===== src/rtl/serial_adder.sv =====
// Bit-serial adder: one full-adder stage plus a registered carry loop, LSB first.
// Produces {c_out, sum} = a + b + cin after WIDTH RUN cycles.
module serial_adder #(
  parameter int unsigned WIDTH = 8
) (
  input  logic             clk,
  input  logic             rst,
  input  logic             start,
  input  logic [WIDTH-1:0] a,
  input  logic [WIDTH-1:0] b,
  input  logic             cin,
  output logic             busy,
  output logic             done,
  output logic [WIDTH-1:0] sum,
  output logic             c_out
);

  localparam int unsigned CW = $clog2(WIDTH + 1);

  typedef enum logic [1:0] {
    IDLE = 2'd0,
    RUN  = 2'd1,
    DONE = 2'd2
  } state_t;

  state_t           state;
  state_t           state_next;
  logic [WIDTH-1:0] shift_a;
  logic [WIDTH-1:0] shift_b;
  logic             carry;
  logic [CW-1:0]    cnt;

  logic             s_c;
  logic             c_c;
  logic             load_c;
  logic             last_c;

  // Single full-adder stage on the current LSBs.
  assign s_c    = shift_a[0] ^ shift_b[0] ^ carry;
  assign c_c    = (shift_a[0] & shift_b[0]) | (shift_a[0] & carry) | (shift_b[0] & carry);
  assign load_c = start && ((state == IDLE) || (state == DONE));
  assign last_c = (state == RUN) && (cnt == CW'(WIDTH - 1));

  // Next-state logic.
  always_comb begin
    state_next = state;
    case (state)
      IDLE:    if (start) state_next = RUN;
      RUN:     if (last_c) state_next = DONE;
      DONE:    state_next = start ? RUN : IDLE;
      default: state_next = IDLE;
    endcase
  end

  // State, status and datapath registers; sum bits refill shift_a from the top.
  always_ff @(posedge clk) begin
    if (rst) begin
      state   <= IDLE;
      busy    <= 1'b0;
      done    <= 1'b0;
      sum     <= '0;
      c_out   <= 1'b0;
      shift_a <= '0;
      shift_b <= '0;
      carry   <= 1'b0;
      cnt     <= '0;
    end else begin
      state <= state_next;
      busy  <= (state_next == RUN);
      done  <= (state_next == DONE);
      if (load_c) begin
        shift_a <= a;
        shift_b <= b;
        carry   <= cin;
        cnt     <= '0;
      end else if (state == RUN) begin
        shift_a <= {s_c, shift_a[WIDTH-1:1]};
        shift_b <= {1'b0, shift_b[WIDTH-1:1]};
        carry   <= c_c;
        if (last_c) begin
          cnt   <= '0;
          sum   <= {s_c, shift_a[WIDTH-1:1]};
          c_out <= c_c;
        end else begin
          cnt <= cnt + CW'(1);
        end
      end
    end
  end

endmodule


===== config.mk =====
export PLATFORM = sky130hd
export DESIGN_NAME = serial_adder
export DESIGN_NICKNAME = d
export VERILOG_FILES = /design/src/rtl/serial_adder.sv
export SDC_FILE = /design/constraint.sdc
export NUM_CORES = 1
export LEC_CHECK = 0
export BUFFER_PORTS_ARGS = -buffer_cell sky130_fd_sc_hd__buf_4
export CAP_MARGIN = 20
export CORE_AREA = 5 5 60 62
export DETAILED_ROUTE_END_ITERATION = 7
export DIE_AREA = 0 0 65 67
export MAX_ROUTING_LAYER = met4
export PLACE_DENSITY = 0.75
export SETUP_SLACK_MARGIN = 0.2
export SYNTH_ARGS = -nofsm -noshare
export SYNTH_HDL_FRONTEND = slang
export SYNTH_SLANG_ARGS = --single-unit

===== constraint.sdc =====
create_clock -name clk -period 1.7 [get_ports clk]
set_input_delay 0.255 -clock clk [delete_from_list [all_inputs] [get_ports clk]]
set_output_delay 0.255 -clock clk [all_outputs]
set_load 0.005 [all_outputs]

==> results of run 1 <==
metal layers:
layer	wire, um	vias up	GRT usage [%]
met5	0	-	-
met3	211	9	5.90
li1	-	619	-
met4	66	0	7.12
met2	1600	40	29.5
met1	1280	580	18.8
stage by stage:
stage | util (%) | hold WS (ns)
2_1_floorplan | - | 0.391
3_3_place_gp | 58.4 | 0.459
3_5_place_dp | 58.4 | 0.469
4_1_cts | 60.5 | 0.153
5_1_grt | 60.5 | 0.143
6_report | 60.5 | 0.168
cells by family (layout without fill, tap and decap cells):
kind of cell / Yosys count / count (layout) / synth area share, %
muxes: 9 / 9 / 5.87
xor gates and xnor gates: 1 / 1 / 0.571
DFF: 34 / 34 / 44.4
AOI/OAI and AO/OA: 28 / 28 / 15.6
adders and majority gates: 2 / 2 / 2.12
and+or+nand+nor: 76 / 76 / 25.1
buffers and inverters: 13 / 43 / 6.36
path summary, 6_finish.rpt:
path	slack, ns	to
setup / recovery	0.39	shift_b[3]$_SDFFE_PP0P_
hold / removal	0.17	shift_b[7]$_SDFFE_PP0P_
setup reg to reg	0.39	shift_b[3]$_SDFFE_PP0P_
hold reg to reg	0.48	sum[3]$_SDFFE_PP0P_
critical path, delay by kind of cell, from the launching register on:
family / cells / cell delay [ns]
buffers and inverters: 1 / 0.20
AND/OR/NAND/NOR: 2 / 0.31
AO/OA/AOI/OAI: 1 / 0.29
flip-flops: 1 / 0.41
sequential cells by signal, summed over array words and instances (netlist names):
name     flops
shift_a      8
shift_b      8
sum          8
cnt          4
state        2
busy         1
c_out        1
carry        1
done         1
layout make-up:
| cell class | count | area share [%] |
|---|---|---|
| clock inverter | 1 | 0.278 |
| multi-input combinational | 116 | 42.0 |
| tap | 33 | 2.29 |
| sequential | 34 | 37.8 |
| clock buffer | 7 | 3.06 |
| timing repair buffer | 35 | 14.6 |
power groups by stage:
stage	clock [mW]	combinational, mW	sequential [mW]
floorplan	0	0.149	0.876
global placement	0	0.200	0.882
detailed placement	0	0.207	0.884
CTS	0.481	0.208	0.866
global route	0.527	0.231	0.872
finish	0.459	0.206	0.866
layout by cell type (no fill, tap or decap), drive strengths merged, types with 4 or more instances in the layout:
| master | netlist | routed |
|---|---|---|
| nand2 | 27 | 27 |
| nand2b | 21 | 21 |
| nor2 | 13 | 13 |
| clkbuf | 2 | 7 |
| a311oi | 12 | 12 |
| buf | 11 | 35 |
| a22oi | 4 | 4 |
| mux2i | 9 | 9 |
| a21oi | 8 | 8 |
| nor2b | 4 | 4 |
| nand3 | 6 | 6 |
| dfxtp | 34 | 34 |
==> metrics.md, run 1 <==
| Metric | Value |
|---|---|
| Outcome | `finished clean` |
| Fraction of synthesized cell area taken by the top area cell type | `44.4%` |
| Syn Inst Count | `163` |
| Combinational Power Share | `13.5%` |
| Fin crit period | `1.31 ns` |
| GPL Wtd Cong | `0.736` |
| CP cell instances | `nand2b_1 > buf_4 > nand2_1 > a311oi_1` |
| Core Rows | `20` |
| Initial Utilization | `51.5%` |
| Distinct cells, synth | `30` |
| Max Clock Skew | `0.00723 ns` |
| Antenna violations before repair | `0` |
| Die outline area | `0.00436 sq mm` |
| Chip width | `65 um` |
| Top cell types by occurrence after synthesis | `34 x dfxtp_1, 27 x nand2_1, 21 x nand2b_1` |
| Worst reg2reg startpoint | `state[1]$_SDFF_PP0_` |
| Power Internal | `1.14 mW` |
| Maximum fanout along the worst path | `8` |
| Areal power density over the cells | `851 mW/mm^2` |
| Category of the worst setup path launch point | `flip-flop` |
| Growth of design area from synthesis to finish | `17.4%` |
| Biggest area contributors in the synthesized netlist | `dfxtp_1 44%, nand2b_1 8.6%, nand2_1 6.6%` |
| First-pass GRT wire length | `5.62 mm` |
| Deepest clock path buffer count | `2` |
| Ratio of routed vias to standard cells | `5.52` |
| Vias in the first global route | `1275` |
| Most frequent cell after synthesis | `dfxtp_1` |
| Max_cap viols | `0` |
| Y dimension of the die | `67 um` |
| Hold path startpoint | `b[7]` |
| Post-synth EDFFs | `0` |
| Share of the clock period used by the worst path | `76.9%` |
| Average wire length per cell after detail routing | `14.0 um` |
| Required time worst endpoint | `1.93 ns` |
| NetSw | `0.395 mW` |
| Fill count | `262` |
| Post_cts resized | `0` |
| Relative slew margins | `75.7%` |
| Area after DPL | `0.00174 sq mm` |
| Post-detailed-route DRC marker count | `0` |
| Share of synthesized registers carrying an async set or reset | `0%` |
| Class of the most critical hold timing path | `in2reg` |
| Worst supply voltage drop on vdd | `0.477 mV` |
| Number of nets in the synthesized netlist | `185` |
| Unrepaired setup endpoints after global routing | `false` |
| Placed Cells incl. Taps | `218` |
| Hold_buf cts | `0` |
| Clock transition at the registers of the reported paths | `0.10 ns` |
| Number of storage elements in the synthesis netlist | `34` |
| Number of synthesis warnings | `0` |
| Post-CTS setup-driven buffer insertion count | `0` |
| Root buffer cell | `clkbuf_4` |
| Worst Hold Path Cells | `3` |
| P_leak | `0.689 nW` |
| Maximum number of pins on one net before global-route repair | `42` |
| Primary flip-flop cell chosen by synthesis mapping | `dfxtp_1` |
| Setup Crit Path Kind | `reg2reg` |
| Depth of the worst register-to-register path | `4` |
| DP HPWL | `2.30 mm` |
| Total overflow reported by the global router | `0` |
| Slowest CP cell | `dfxtp_1` |
| Area of all sequential standard cells | `681 sq um` |
| Antenna Cells | `0` |
| Hold Fails Final Rpt | `0` |
| Inserted Clock Buffers | `5` |
| Number of buffer cells added on primary ports | `30` |
| Post-placement setup slack | `0.398 ns` |
| Final Total Pwr | `1.53 mW` |
| CP startpoint | `state[1]$_SDFF_PP0_` |
| Final Non-Filler Cells | `226` |
| Sequential-to-total area share from yosys stat | `44.4%` |
| Delay of the slowest critical-path stage | `0.41 ns` |
| Actual slew at the worst max-slew pin | `0.364 ns` |
| Synth Cell Area | `0.00153 sq mm` |
| Fraction of power consumed by the clock network | `30.0%` |
| Via count of the routed design | `1248` |
| Mean area per synthesized cell | `9.41 sq um` |
| Share of cells above drive strength 1 | `25.9%` |
| Pins Over Slew Limit | `0` |
| Register share of total power | `56.6%` |
| Area of combinational cells with multiple inputs | `756 sq um` |
| Post-synth top area cell | `dfxtp_1` |
| Number of top-level pins | `31` |
| Data arrival at the endpoint of the critical path | `1.54 ns` |
| Clock latency reported for the late side of the worst-skew pair | `0.33 ns` |
| Overall Global Routing Usage | `17.4%` |
| Number of H-tree levels | `2` |
| Net switching share of the total power | `25.8%` |
| Kind of capture point of the worst setup path | `flip-flop` |
| Floorplan core area | `0.00298 sq mm` |
| DRT Pass-1 Iters | `4` |
| Count of antenna-violating nets left after detailed routing | `0` |
| Count of final setup violators | `0` |
| Nets | `214` |
| Finished layout cell area | `0.00180 sq mm` |
| Routed WL | `3.16 mm` |
| Maximum clock rate | `765 MHz` |
| First-iteration detailed-routing DRC count | `68` |
| Clock tree from TritonCTS | `built` |
| Sinks on Clock Net | `34` |
| Minimum setup slack in the final design | `0.392 ns` |
| Setup tns final | `0 ns` |
No activity file was read; power rests on OpenSTA's default activity.
==> inputs of run 2 (changes only) <==
Clock period 1.7 ns to 1.4 ns, I/O delays scaled along.
==> metrics.md, run 2 (synthesis results as in run 1) <==
| Metric | Value |
|---|---|
| Worst supply voltage drop on vdd | `0.715 mV (was 0.477 mV)` |
| Number of H-tree levels | `2 (unchanged)` |
| P_leak | `0.725 nW (was 0.689 nW)` |
| Count of antenna-violating nets left after detailed routing | `0 (unchanged)` |
| Areal power density over the cells | `1000 mW/mm^2 (was 851 mW/mm^2)` |
| Required time worst endpoint | `1.66 ns (was 1.93 ns)` |
| CP cell instances | `fa_1 > nand2_1 > a311oi_1 (was nand2b_1 > buf_4 > nand2_1 > a311oi_1)` |
| Clock latency reported for the late side of the worst-skew pair | `0.34 ns (was 0.33 ns)` |
| Average wire length per cell after detail routing | `14.9 um (was 14.0 um)` |
| Kind of capture point of the worst setup path | `flip-flop (unchanged)` |
| GPL Wtd Cong | `0.759 (was 0.736)` |
| Hold Fails Final Rpt | `0 (unchanged)` |
| Max Clock Skew | `0.00587 ns (was 0.00723 ns)` |
| Deepest clock path buffer count | `2 (unchanged)` |
| Growth of design area from synthesis to finish | `24.7% (was 17.4%)` |
| Number of buffers and inverters on the critical path | `0 (was 1)` |
| Chip width | `65 um (unchanged)` |
| Vias in the first global route | `1253 (was 1275)` |
| Hold_buf cts | `0 (unchanged)` |
| Antenna violations before repair | `0 (unchanged)` |
| Routed WL | `3.45 mm (was 3.16 mm)` |
| Pins Over Slew Limit | `0 (unchanged)` |
| Root buffer cell | `clkbuf_4 (unchanged)` |
| Share of cells above drive strength 1 | `33.8% (was 25.9%)` |
| Worst reg2reg startpoint | `carry$_SDFFE_PP0P_ (was state[1]$_SDFF_PP0_)` |
| Sinks on Clock Net | `34 (unchanged)` |
| Final Non-Filler Cells | `231 (was 226)` |
| Actual slew at the worst max-slew pin | `0.383 ns (was 0.364 ns)` |
| Clock tree from TritonCTS | `built (unchanged)` |
| Nets | `219 (was 214)` |
| Outcome | `finished clean (unchanged)` |
| First-iteration detailed-routing DRC count | `55 (was 68)` |
| Number of buffer cells added on primary ports | `30 (unchanged)` |
| Share of the clock period used by the worst path | `89.7% (was 76.9%)` |
| Maximum fanout along the worst path | `2 (was 8)` |
| Biggest registers after layout | `shift_a (8), shift_b (8), sum (8) (unchanged)` |
| Total overflow reported by the global router | `0 (unchanged)` |
| DRT Pass-1 Iters | `4 (unchanged)` |
| Clock transition at the registers of the reported paths | `0.10 ns (about the same)` |
| CP delay by family, top | `adder cells (was flip-flops)` |
| Slowest CP cell | `fa_1 (was dfxtp_1)` |
| Hold path startpoint | `b[7] (unchanged)` |
| Count of final setup violators | `0 (unchanged)` |
| Ratio of routed vias to standard cells | `5.41 (was 5.52)` |
| Placed Cells incl. Taps | `219 (was 218)` |
| Most frequent cells in the layout | `35 x buf_4, 28 x dfxtp_1, 27 x nand2_1, 19 x nand2b_1, 13 x nor2_1 (was 35 x buf_4, 34 x dfxtp_1, 27 x nand2_1, 21 x nand2b_1, 13 x nor2_1)` |
| Class of the most critical hold timing path | `in2reg (unchanged)` |
| Max_cap viols | `0 (unchanged)` |
| Data arrival at the endpoint of the critical path | `1.51 ns (was 1.54 ns)` |
| Initial Utilization | `51.5% (unchanged)` |
| Unrepaired setup endpoints after global routing | `true (was false)` |
| Number of top-level pins | `31 (unchanged)` |
| Setup tns final | `0 ns (unchanged)` |
| Die outline area | `0.00436 sq mm (unchanged)` |
| CP startpoint | `carry$_SDFFE_PP0P_ (was state[1]$_SDFF_PP0_)` |
| Hold WS | `0.113 ns (was 0.168 ns)` |
| Post-detailed-route DRC marker count | `0 (unchanged)` |
| Relative slew margins | `74.5% (was 75.7%)` |
| Via count of the routed design | `1250 (was 1248)` |
| Setup Crit Path Kind | `reg2reg (unchanged)` |
| Core Rows | `20 (unchanged)` |
| Floorplan core area | `0.00298 sq mm (unchanged)` |
| Maximum clock rate | `797 MHz (was 765 MHz)` |
| First-pass GRT wire length | `5.50 mm (was 5.62 mm)` |
| Fin crit period | `1.26 ns (was 1.31 ns)` |
| Inserted Clock Buffers | `5 (unchanged)` |
| DP HPWL | `2.27 mm (was 2.30 mm)` |
| Y dimension of the die | `67 um (unchanged)` |
| Overall Global Routing Usage | `17.1% (was 17.4%)` |
| Leading cell type in the layout, fill and taps excluded | `buf_4 (unchanged)` |
| Maximum number of pins on one net before global-route repair | `42 (unchanged)` |
| Delay of the slowest critical-path stage | `0.55 ns (was 0.41 ns)` |
| Category of the worst setup path launch point | `flip-flop (unchanged)` |
| Antenna Cells | `0 (unchanged)` |
==> run 2: cell count changes in the layout (fill, tap and decap cells not counted), sizes merged <==
cell | previous run | this run
buf | 35 | 39
and3 | 1 | 2
==> run 2: repair_timing <==
action | 4_1_cts | 5_1_grt
pin swaps | 2 | 1
gates cloned | 1 | 1
buffers inserted | 2 | 0
endpoints found under the setup margin | 25 | 26
resized for setup | 7 | 15
==> run 2: worst register-to-register path, delay by kind of cell (launching register included) <==
family / cells / cell delay (ns)
AOI/OAI and AO/OA: 1 / 0.23
adders and majority gates: 1 / 0.55
DFF: 1 / 0.34
and+or+nand+nor: 1 / 0.05
==> run 2: report_power, final <==
group | total, mW | switching (mW) | internal (mW)
Sequential | 1.06 | 0.0382 | 1.02
Clock | 0.572 | 0.328 | 0.243
Combinational | 0.290 | 0.142 | 0.148
Total | 1.92 | 0.509 | 1.41
==> run 2: final timing paths <==
check / end / slack, ns / cells past startpoint
worst max-delay path: shift_a[7]$_SDFFE_PP0P_ / 0.14 / 3
worst min-delay path: shift_b[7]$_SDFFE_PP0P_ / 0.11 / 3
worst max register to register: shift_a[7]$_SDFFE_PP0P_ / 0.14 / 3
worst min register to register: sum[2]$_SDFFE_PP0P_ / 0.48 / 2
==> run 2: layout make-up <==
cell class                 count  area (sq um)
multi-input combinational    117           813
tap                           33          41.3
clock inverter                 1          5.00
fill                         253          1060
timing repair buffer          39           308
clock buffer                   7          55.1
sequential                    34           691
==> run 2: metal layers <==
layer  share of wire [%]  global-route usage [%]
met3                 5.3                    5.56
met1                  42                    19.4
met5                   0                       -
met2                  51                    28.2
met4                 1.4                    6.33
==> run 2: per-stage QoR <==
stage | power, mW | util [%] | cell area [sq um] | setup slack, ns
final | 1.92 | 64.2 | 1910 | 0.145
after global routing | 2.01 | 64.2 | 1910 | 0.121
after CTS | 1.91 | 62.1 | 1850 | 0.139
after detailed placement | 1.33 | 58.7 | 1750 | 0.127
after global placement | 1.32 | 58.7 | 1750 | 0.187
after floorplan | 1.24 | - | 1530 | 0.202
